$ cat config.mk
export PLATFORM = sky130hd
export DESIGN_NAME = cnn_layer_sequencer_flat
export DESIGN_NICKNAME = d
export VERILOG_FILES = /design/src/rtl/cnn_layer_sequencer_if.sv /design/src/rtl/cnn_layer_sequencer.sv /design/src/flat_wrapper.sv
export SDC_FILE = /design/constraint.sdc
export NUM_CORES = 1
export LEC_CHECK = 0
export BUFFER_PORTS_ARGS = -buffer_cell sky130_fd_sc_hd__buf_4
export CAP_MARGIN = 20
export CORE_ASPECT_RATIO = 0.8
export CORE_MARGIN = 4
export CORE_UTILIZATION = 52
export CTS_BUF_LIST = sky130_fd_sc_hd__clkbuf_4 sky130_fd_sc_hd__clkbuf_8 sky130_fd_sc_hd__clkbuf_16
export CTS_CLUSTER_DIAMETER = 120
export DETAILED_ROUTE_END_ITERATION = 8
export GPL_ROUTABILITY_DRIVEN = 0
export PLACE_DENSITY = 0.84
export SLEW_MARGIN = 25
export SYNTH_ARGS = -nofsm -noshare
export SYNTH_HDL_FRONTEND = slang
export SYNTH_SLANG_ARGS = --single-unit
$ cat constraint.sdc
create_clock -name clk -period 2.1 [get_ports clk]
set_input_delay 0.21 -clock clk [delete_from_list [all_inputs] [get_ports clk]]
set_output_delay 0.21 -clock clk [all_outputs]
set_load 0.03 [all_outputs]
$ cat src/rtl/cnn_layer_sequencer_if.sv
// Host and engine handshake bundle for the CNN layer sequencer.
// The master modport is the sequencer side; the slave modport is the host and engines.
interface cnn_layer_sequencer_if #(
  parameter int unsigned N_STAGES = 3,
  parameter int unsigned CNT_W    = 32
);
  localparam int unsigned SW = (N_STAGES > 1) ? $clog2(N_STAGES) : 1;

  logic                start;
  logic                abort;
  logic [N_STAGES-1:0] stage_start;
  logic [N_STAGES-1:0] stage_done;
  logic                busy;
  logic                done;
  logic                error;
  logic [SW-1:0]       err_stage;
  logic [SW-1:0]       cur_stage;
  logic [CNT_W-1:0]    cycle_count;

  modport master (
    input  start, abort, stage_done,
    output stage_start, busy, done, error, err_stage, cur_stage, cycle_count
  );

  modport slave (
    output start, abort, stage_done,
    input  stage_start, busy, done, error, err_stage, cur_stage, cycle_count
  );
endinterface

$ cat src/rtl/cnn_layer_sequencer.sv
// Runs N_STAGES layer engines strictly in order via start/done handshakes, with a per-stage
// watchdog, an abort path and a saturating run-latency counter. All outputs are registered.
module cnn_layer_sequencer #(
  parameter int unsigned N_STAGES       = 3,
  parameter int unsigned TIMEOUT_CYCLES = 100000,
  parameter int unsigned CNT_W          = 32
) (
  input  logic                  clk,
  input  logic                  reset,
  cnn_layer_sequencer_if.master bus
);
  localparam int unsigned SW = (N_STAGES > 1) ? $clog2(N_STAGES) : 1;

  typedef enum logic [1:0] {StIdle, StIssue, StWait, StFinish} state_e;

  state_e              state_q, state_d;
  logic [SW-1:0]       cur_q, cur_d;
  logic [SW-1:0]       err_stage_q, err_stage_d;
  logic                error_q, error_d;
  logic [CNT_W-1:0]    cnt_q, cnt_d;
  logic [31:0]         wd_q, wd_d;
  logic [N_STAGES-1:0] stage_start_q, stage_start_d;
  logic                busy_q, busy_d;
  logic                done_q, done_d;
  logic                cur_done, last_stage, timeout;

  always_comb begin
    state_d     = state_q;
    cur_d       = cur_q;
    err_stage_d = err_stage_q;
    error_d     = error_q;
    cnt_d       = cnt_q;
    wd_d        = wd_q;

    cur_done   = bus.stage_done[cur_q];
    last_stage = (32'(cur_q) == N_STAGES - 1);
    timeout    = (TIMEOUT_CYCLES != 0) && (wd_q == TIMEOUT_CYCLES - 1);

    if (state_q != StIdle && cnt_q != {CNT_W{1'b1}}) begin
      cnt_d = cnt_q + CNT_W'(1);
    end

    unique case (state_q)
      StIdle: begin
        if (bus.start) begin
          state_d     = StIssue;
          cur_d       = '0;
          error_d     = 1'b0;
          err_stage_d = '0;
          cnt_d       = '0;
        end
      end
      StIssue: begin
        state_d = StWait;
        wd_d    = '0;
      end
      StWait: begin
        // Done is checked before the watchdog so a same-cycle done still advances.
        if (cur_done) begin
          if (last_stage) begin
            state_d = StFinish;
          end else begin
            state_d = StIssue;
            cur_d   = cur_q + SW'(1);
          end
        end else if (timeout) begin
          state_d     = StIdle;
          error_d     = 1'b1;
          err_stage_d = cur_q;
        end else begin
          wd_d = wd_q + 32'd1;
        end
      end
      StFinish: state_d = StIdle;
      default:  state_d = StIdle;
    endcase

    // Abort wins over done and timeout: no stage advance, error flags untouched.
    if (bus.abort && state_q != StIdle) begin
      state_d     = StIdle;
      cur_d       = cur_q;
      error_d     = error_q;
      err_stage_d = err_stage_q;
    end

    stage_start_d = '0;
    if (state_d == StIssue) begin
      stage_start_d = N_STAGES'(1) << cur_d;
    end
    busy_d = (state_d != StIdle);
    done_d = (state_d == StFinish);
  end

  always_ff @(posedge clk) begin
    if (reset) begin
      state_q       <= StIdle;
      cur_q         <= '0;
      err_stage_q   <= '0;
      error_q       <= 1'b0;
      cnt_q         <= '0;
      wd_q          <= '0;
      stage_start_q <= '0;
      busy_q        <= 1'b0;
      done_q        <= 1'b0;
    end else begin
      state_q       <= state_d;
      cur_q         <= cur_d;
      err_stage_q   <= err_stage_d;
      error_q       <= error_d;
      cnt_q         <= cnt_d;
      wd_q          <= wd_d;
      stage_start_q <= stage_start_d;
      busy_q        <= busy_d;
      done_q        <= done_d;
    end
  end

  assign bus.stage_start = stage_start_q;
  assign bus.busy        = busy_q;
  assign bus.done        = done_q;
  assign bus.error       = error_q;
  assign bus.err_stage   = err_stage_q;
  assign bus.cur_stage   = cur_q;
  assign bus.cycle_count = cnt_q;
endmodule

$ cat src/flat_wrapper.sv
// flat-port wrapper written by rule: the top's interface ports become plain ports
module cnn_layer_sequencer_flat 
#(
  parameter int unsigned N_STAGES       = 3,
  parameter int unsigned TIMEOUT_CYCLES = 100000,
  parameter int unsigned CNT_W          = 32
)
  (clk, reset, bus_start, bus_abort, bus_stage_done, bus_stage_start, bus_busy, bus_done, bus_error, bus_err_stage, bus_cur_stage, bus_cycle_count);
  cnn_layer_sequencer_if #(.N_STAGES(N_STAGES), .CNT_W(CNT_W)) bus_i ();
  input  logic clk;
  input  logic reset;
  input wire logic [$bits(bus_i.start)-1:0] bus_start;
  input wire logic [$bits(bus_i.abort)-1:0] bus_abort;
  input wire logic [$bits(bus_i.stage_done)-1:0] bus_stage_done;
  output wire logic [$bits(bus_i.stage_start)-1:0] bus_stage_start;
  output wire logic [$bits(bus_i.busy)-1:0] bus_busy;
  output wire logic [$bits(bus_i.done)-1:0] bus_done;
  output wire logic [$bits(bus_i.error)-1:0] bus_error;
  output wire logic [$bits(bus_i.err_stage)-1:0] bus_err_stage;
  output wire logic [$bits(bus_i.cur_stage)-1:0] bus_cur_stage;
  output wire logic [$bits(bus_i.cycle_count)-1:0] bus_cycle_count;
  assign bus_i.start = bus_start;
  assign bus_i.abort = bus_abort;
  assign bus_i.stage_done = bus_stage_done;
  assign bus_stage_start = bus_i.stage_start;
  assign bus_busy = bus_i.busy;
  assign bus_done = bus_i.done;
  assign bus_error = bus_i.error;
  assign bus_err_stage = bus_i.err_stage;
  assign bus_cur_stage = bus_i.cur_stage;
  assign bus_cycle_count = bus_i.cycle_count;
  cnn_layer_sequencer #(.N_STAGES(N_STAGES), .TIMEOUT_CYCLES(TIMEOUT_CYCLES), .CNT_W(CNT_W)) u_core (.clk(clk), .reset(reset), .bus(bus_i));
endmodule
Word-level counts from Yosys, hierarchy flattened
Index checks and enable logic that the tools add are counted.
Word-level totals
  bits in registers: 76
  input bits: 7
  output and inout port bits: 42
  logic and storage cells: 65
Operators by class
  $add $sub $neg: 3
  $lt $le $gt $ge: 1
  equal/unequal tests: 12
  shift-type cells: 1
  multiplexer cells: 27
  bitwise logic cells: 2
  reduce and logical (&&, ||, !) cells: 10
Operator list (number)
  $mux W32: 5
  $add A32 B1 Y32 const B: 2
  $pmux W32 S2: 1
  $eq A32 B17 Y1 const B: 1
  $ne A32 B32 Y1 const B: 1
  $mux W2: 12
  $eq A2 B2 Y1 const B: 4
  $pmux W2 S2: 2
  $pmux W2 S4: 1
  $reduce_bool A2 Y1: 4
  $ne A2 B2 Y1 const B: 3
  $reduce_and A5 Y1: 1
  $eq A2 B1 Y1 const B: 2
  $mux W1: 4
  $lt A2 B3 Y1 const B: 1
  $reduce_and A3 Y1: 1
  $shl A1 B2 Y3 const A: 1
  $add A2 B1 Y2 const B: 1
  $bmux W1 S2: 1
  $logic_and A1 B1 Y1: 2
  $logic_not A2 Y1: 1
  $ne A2 B1 Y1 const B: 1
  $not A1 Y1: 2
  $pmux W1 S2: 1
  $reduce_or A2 Y1: 1

Depth between registers and ports, before layout
  depth after elaboration: 8
  mapped depth: 9

Least setup slack after synthesis
Ideal clock, no wire load.
  path kind: reg2reg
  start point: reg u_core.wd_q[8]
  end point: reg u_core.wd_q[15]
  setup time: 0.121 ns
  arrival: 2.115 ns
  required time: 1.979 ns
  path slack: -0.136 ns
  stages on the path, launching flop included: 7
  path buffers: 1
  cell sequence: dfxtp_1 or4_1 or4_4 nor4_4 buf_6 nor4_2 mux2_4
Between the ends
  longest elaborated chain between the ends: 4
  elaborated cells on any way between the ends: 7
  those cells by class: 1 x add/sub; 2 x eq/ne; 3 x mux; 1 x reduce/logical
Ends and longest elaborated chain
  from (decl): line cnn_layer_sequencer.sv:21  | logic [31:0] wd_q, wd_d;
  from (signal assigned): line cnn_layer_sequencer.sv:111  | wd_q <= wd_d;
  $add A32 B1 Y32: line cnn_layer_sequencer.sv:71  | wd_d = wd_q + 32'd1;
  $mux W32: line cnn_layer_sequencer.sv:66  | end else if (timeout) begin
  $mux W32: line cnn_layer_sequencer.sv:59  | if (cur_done) begin
  $pmux W32 S2: line cnn_layer_sequencer.sv:43  | unique case (state_q)
Several ways; a longest one is shown, not always the timed one. The select of a mux whose other input is x is not followed.
A chain may end at the register's enable or synchronous reset.

Final worst setup path
  start point: reg u_core.wd_q[31]
  end point: reg u_core.wd_q[15]
Between the ends
  longest elaborated chain between the ends: 3
Ends and longest elaborated chain
  $eq A32 B17 Y1: line cnn_layer_sequencer.sv:37  | timeout = (TIMEOUT_CYCLES != 0) && (wd_q == TIMEOUT_CYCLES - 1);
  $ne A2 B2 Y1 (no source line)
  $reduce_and A3 Y1 (no source line)
Every way passes these cells.

==> flow_metrics.env <==
export IMPL_tightest_slew_ns=0.729
export IMPL_drc=0
export IMPL_clock_sinks=76
export IMPL_yosysWarnings=0
export IMPL_num_vias=4381
export IMPL_die_height_microns=86.3
export IMPL_hold_start="reset"
export IMPL_status="finished, violations left"
export IMPL_wl_per_cell_microns=17.0
export IMPL_synth_seq_cells=76
export IMPL_comb_power_share_pct=21.4
export IMPL_cts_tree="done"
export IMPL_setup_viol=30
export IMPL_start_kind="flip-flop"
export IMPL_ant_nets=0
export IMPL_r2r_cells=6
export IMPL_initial_core_util_pct=53.7
export IMPL_cp_arrival_ns=2.46
export IMPL_dpl_hpwl_microns=7840
export IMPL_synthCells=492
export IMPL_path_class="reg -> reg"
export IMPL_grt_pass1_vias=4096
export IMPL_drv_slew=0
export IMPL_area_growth_pct=28.6
export IMPL_ys_flop_type="dfxtp_1"
export IMPL_htreeDepth=3
export IMPL_hold_viol=0
export IMPL_io_buffers=48
export IMPL_cp_max_fo=3
export IMPL_slew_headroom_pct=50.8
export IMPL_num_rows=28
export IMPL_leakagePower_nw=1.78
export IMPL_grt_max_degree=24
export IMPL_pin_count=49
export IMPL_fp_dieW_microns=106
export IMPL_grt_ovfl_total=0
export IMPL_antenna_cells=0
export IMPL_clockPowerShare_pct=35.9
export IMPL_rr_startpoint="u_core.wd_q[31]"
export IMPL_cts_root_buffer="clkbuf_8"
export IMPL_rrSetupSlack_ns=-0.12
export IMPL_cp_data_required_time_ns=2.34
export IMPL_worstHoldPathType="in -> reg"
export IMPL_first_pass_iters=6
export IMPL_whs_endpoint="u_core.state_q[1]"
export IMPL_rsz0062_at_grt="yes"
export IMPL_drt_wl_total_microns=11700
export IMPL_powerDensity_nw_per_um2=686
export IMPL_final_cell_mix="buf_4 (94), dfxtp_1 (64), a21oi_1 (47), nand2_1 (46)"
export IMPL_postSynthAreaPerCell_sq_um=8.10
export IMPL_via_per_inst=6.36
export IMPL_seqPwrFrac_pct=42.7
export IMPL_worst_slack_ns=-0.118
export IMPL_core_area_sq_um=7430
export IMPL_insertion_delay_ns=0.36
export IMPL_cts_hold_buf=0
export IMPL_final_common_cell="buf_4"
export IMPL_antenna_found_initial=0
export IMPL_synth_edf_count=0
export IMPL_syn_area_sq_um=3990
export IMPL_drive_gt1_share_pct=27.2
export IMPL_internal_power_mw=2.42
export IMPL_path_clk_slew_ns=0.08
export IMPL_synth_async_reset_ratio_pct=0
export IMPL_nNetsFinal=592
export IMPL_yosysSeqAreaShare_pct=38.2
export IMPL_drtIter0Drc=429
export IMPL_globalRouteTotalUtil_pct=24.3
export IMPL_switchingPower_mw=1.10
export IMPL_fin_crit_ns=2.22
export IMPL_power_switching_share_pct=31.3
export IMPL_vdd_drop_max_v=0.000793
export IMPL_rr_endpoint="u_core.wd_q[15]"
export IMPL_fp_dieArea_sq_um=9140
export IMPL_final_util_pct=69.0
export IMPL_fillCellCount=588
export IMPL_skew_ns=0.00861
export IMPL_synth_cell_types=55
export IMPL_maxCapViolCount=0
export IMPL_grt_first_pass_wirelength_microns=18500
export IMPL_cts_buffers=9
export IMPL_holdPathStages=2
export IMPL_failed_checks="setup timing"
export IMPL_clockBufferDepth=2
export IMPL_syn_nets=505
export IMPL_p_total_mw=3.52
export IMPL_fin_crit_sh_pct=106
export IMPL_fmax_ghz=0.451
export IMPL_cp_end_kind="flip-flop"
==> worst max-delay path by stage <==
stage	from	endpoint	slack, ns	cells after the start
global route	u_core.wd_q[31]	u_core.wd_q[15]	-0.18	6
finish	u_core.wd_q[31]	u_core.wd_q[15]	-0.12	6
CTS	u_core.wd_q[31]	u_core.wd_q[15]	-0.08	6
global placement	u_core.wd_q[31]	u_core.wd_q[15]	-0.06	6
floorplan	u_core.wd_q[8]	u_core.wd_q[15]	-0.14	6
detailed placement	u_core.wd_q[31]	u_core.wd_q[15]	-0.06	6
==> area by class of cell <==
class / count / area, sq um / share of cell area (%)
Clock inverter: 6 / 88.8 / 1.73
Multi-Input combinational cell: 376 / 2400 / 46.7
Tap cell: 105 / 131 / 2.56
Sequential cell: 76 / 1540 / 30.0
Timing Repair Buffer: 99 / 779 / 15.2
Clock buffer: 10 / 131 / 2.56
Inverter: 17 / 63.8 / 1.24
==> logic make-up (layout without fill, tap and decap cells) <==
logic type,count (synthesis),after routing,synth area share (%)
XOR/XNOR,2,2,0.439
adder cells (fa/ha/maj),6,6,1.88
buffers and inverters,40,132,4.42
AO/OA/AOI/OAI,144,144,22.4
AND/OR/NAND/NOR,219,219,31.3
flip-flops,76,76,38.2
multiplexers,5,5,1.38
==> synthesized netlist by cell type (all sizes together), types with 7 or more instances <==
| cell | count | area share, % |
|---|---|---|
| or3 | 23 | 3.6 |
| nand4 | 12 | 1.9 |
| a21oi | 49 | 6.2 |
| nand2b | 7 | 1.1 |
| o31ai | 21 | 4.0 |
| clkbuf | 18 | 1.7 |
| or4 | 33 | 6.5 |
| and3 | 9 | 1.4 |
| nand3 | 27 | 3.4 |
| o21ai | 37 | 4.6 |
| dfxtp | 76 | 38 |
| nand2 | 46 | 4.3 |
| nor2 | 32 | 3.0 |
| inv | 17 | 1.6 |
| nor4 | 15 | 2.9 |
==> what timing repair did <==
item,in CTS,in global routing
pin swaps,2,9
resized for setup,6,26
gates cloned,0,0
buffers inserted,0,3
endpoints found under the setup margin,23,56
==> per-layer routing <==
layer | up-vias | GRT usage (%) | part of all wire, %
met4 | 0 | 8.82 | 1.8
met3 | 26 | 5.66 | 7.4
met1 | 2099 | 31.6 | 43
met5 | - | 0 | 0
li1 | 2052 | - | -
met2 | 204 | 39.9 | 47
==> critical path, stage by stage, from the launching register on <==
cell,delay [ns]
dfxtp_2,0.33
or4_1,0.53
or4_4,0.54
nor4_4,0.16
buf_4,0.19
nor4_2,0.05
mux2_4,0.32
==> through the flow <==
step | TNS (ns) | worst slack [ns] | instances | cell area (sq um) | hold WS (ns)
4_1_cts | -0.332 | -0.0776 | 686 | 5010 | 0.128
5_1_grt | -3.64 | -0.180 | 689 | 5130 | 0.140
6_report | -1.22 | -0.118 | 689 | 5130 | 0.158
2_1_floorplan | -0.403 | -0.136 | 492 | 4000 | 0.415
3_5_place_dp | -0.134 | -0.0620 | 670 | 4770 | 0.472
3_3_place_gp | -0.0567 | -0.0567 | 670 | 4770 | 0.458
==> power groups by stage <==
stage	Clock [mW]	Combinational, mW	Sequential (mW)
after CTS	1.27	0.685	1.50
after floorplan	0	0.381	1.57
final	1.26	0.754	1.50
after global routing	1.33	0.808	1.50
after global placement	0	0.645	1.53
after detailed placement	0	0.666	1.53
==> sequential cells by signal, summed over array words and instances, names as in the netlist, 2 cells and up <==
signal and count:
u_core.bus.err_stage 2, u_core.wd_q 32, u_core.bus.cycle_count 32, u_core.bus.cur_stage 2, u_core.state_q 2, u_core.bus.stage_start 3
No activity file was read; power rests on OpenSTA's default activity.
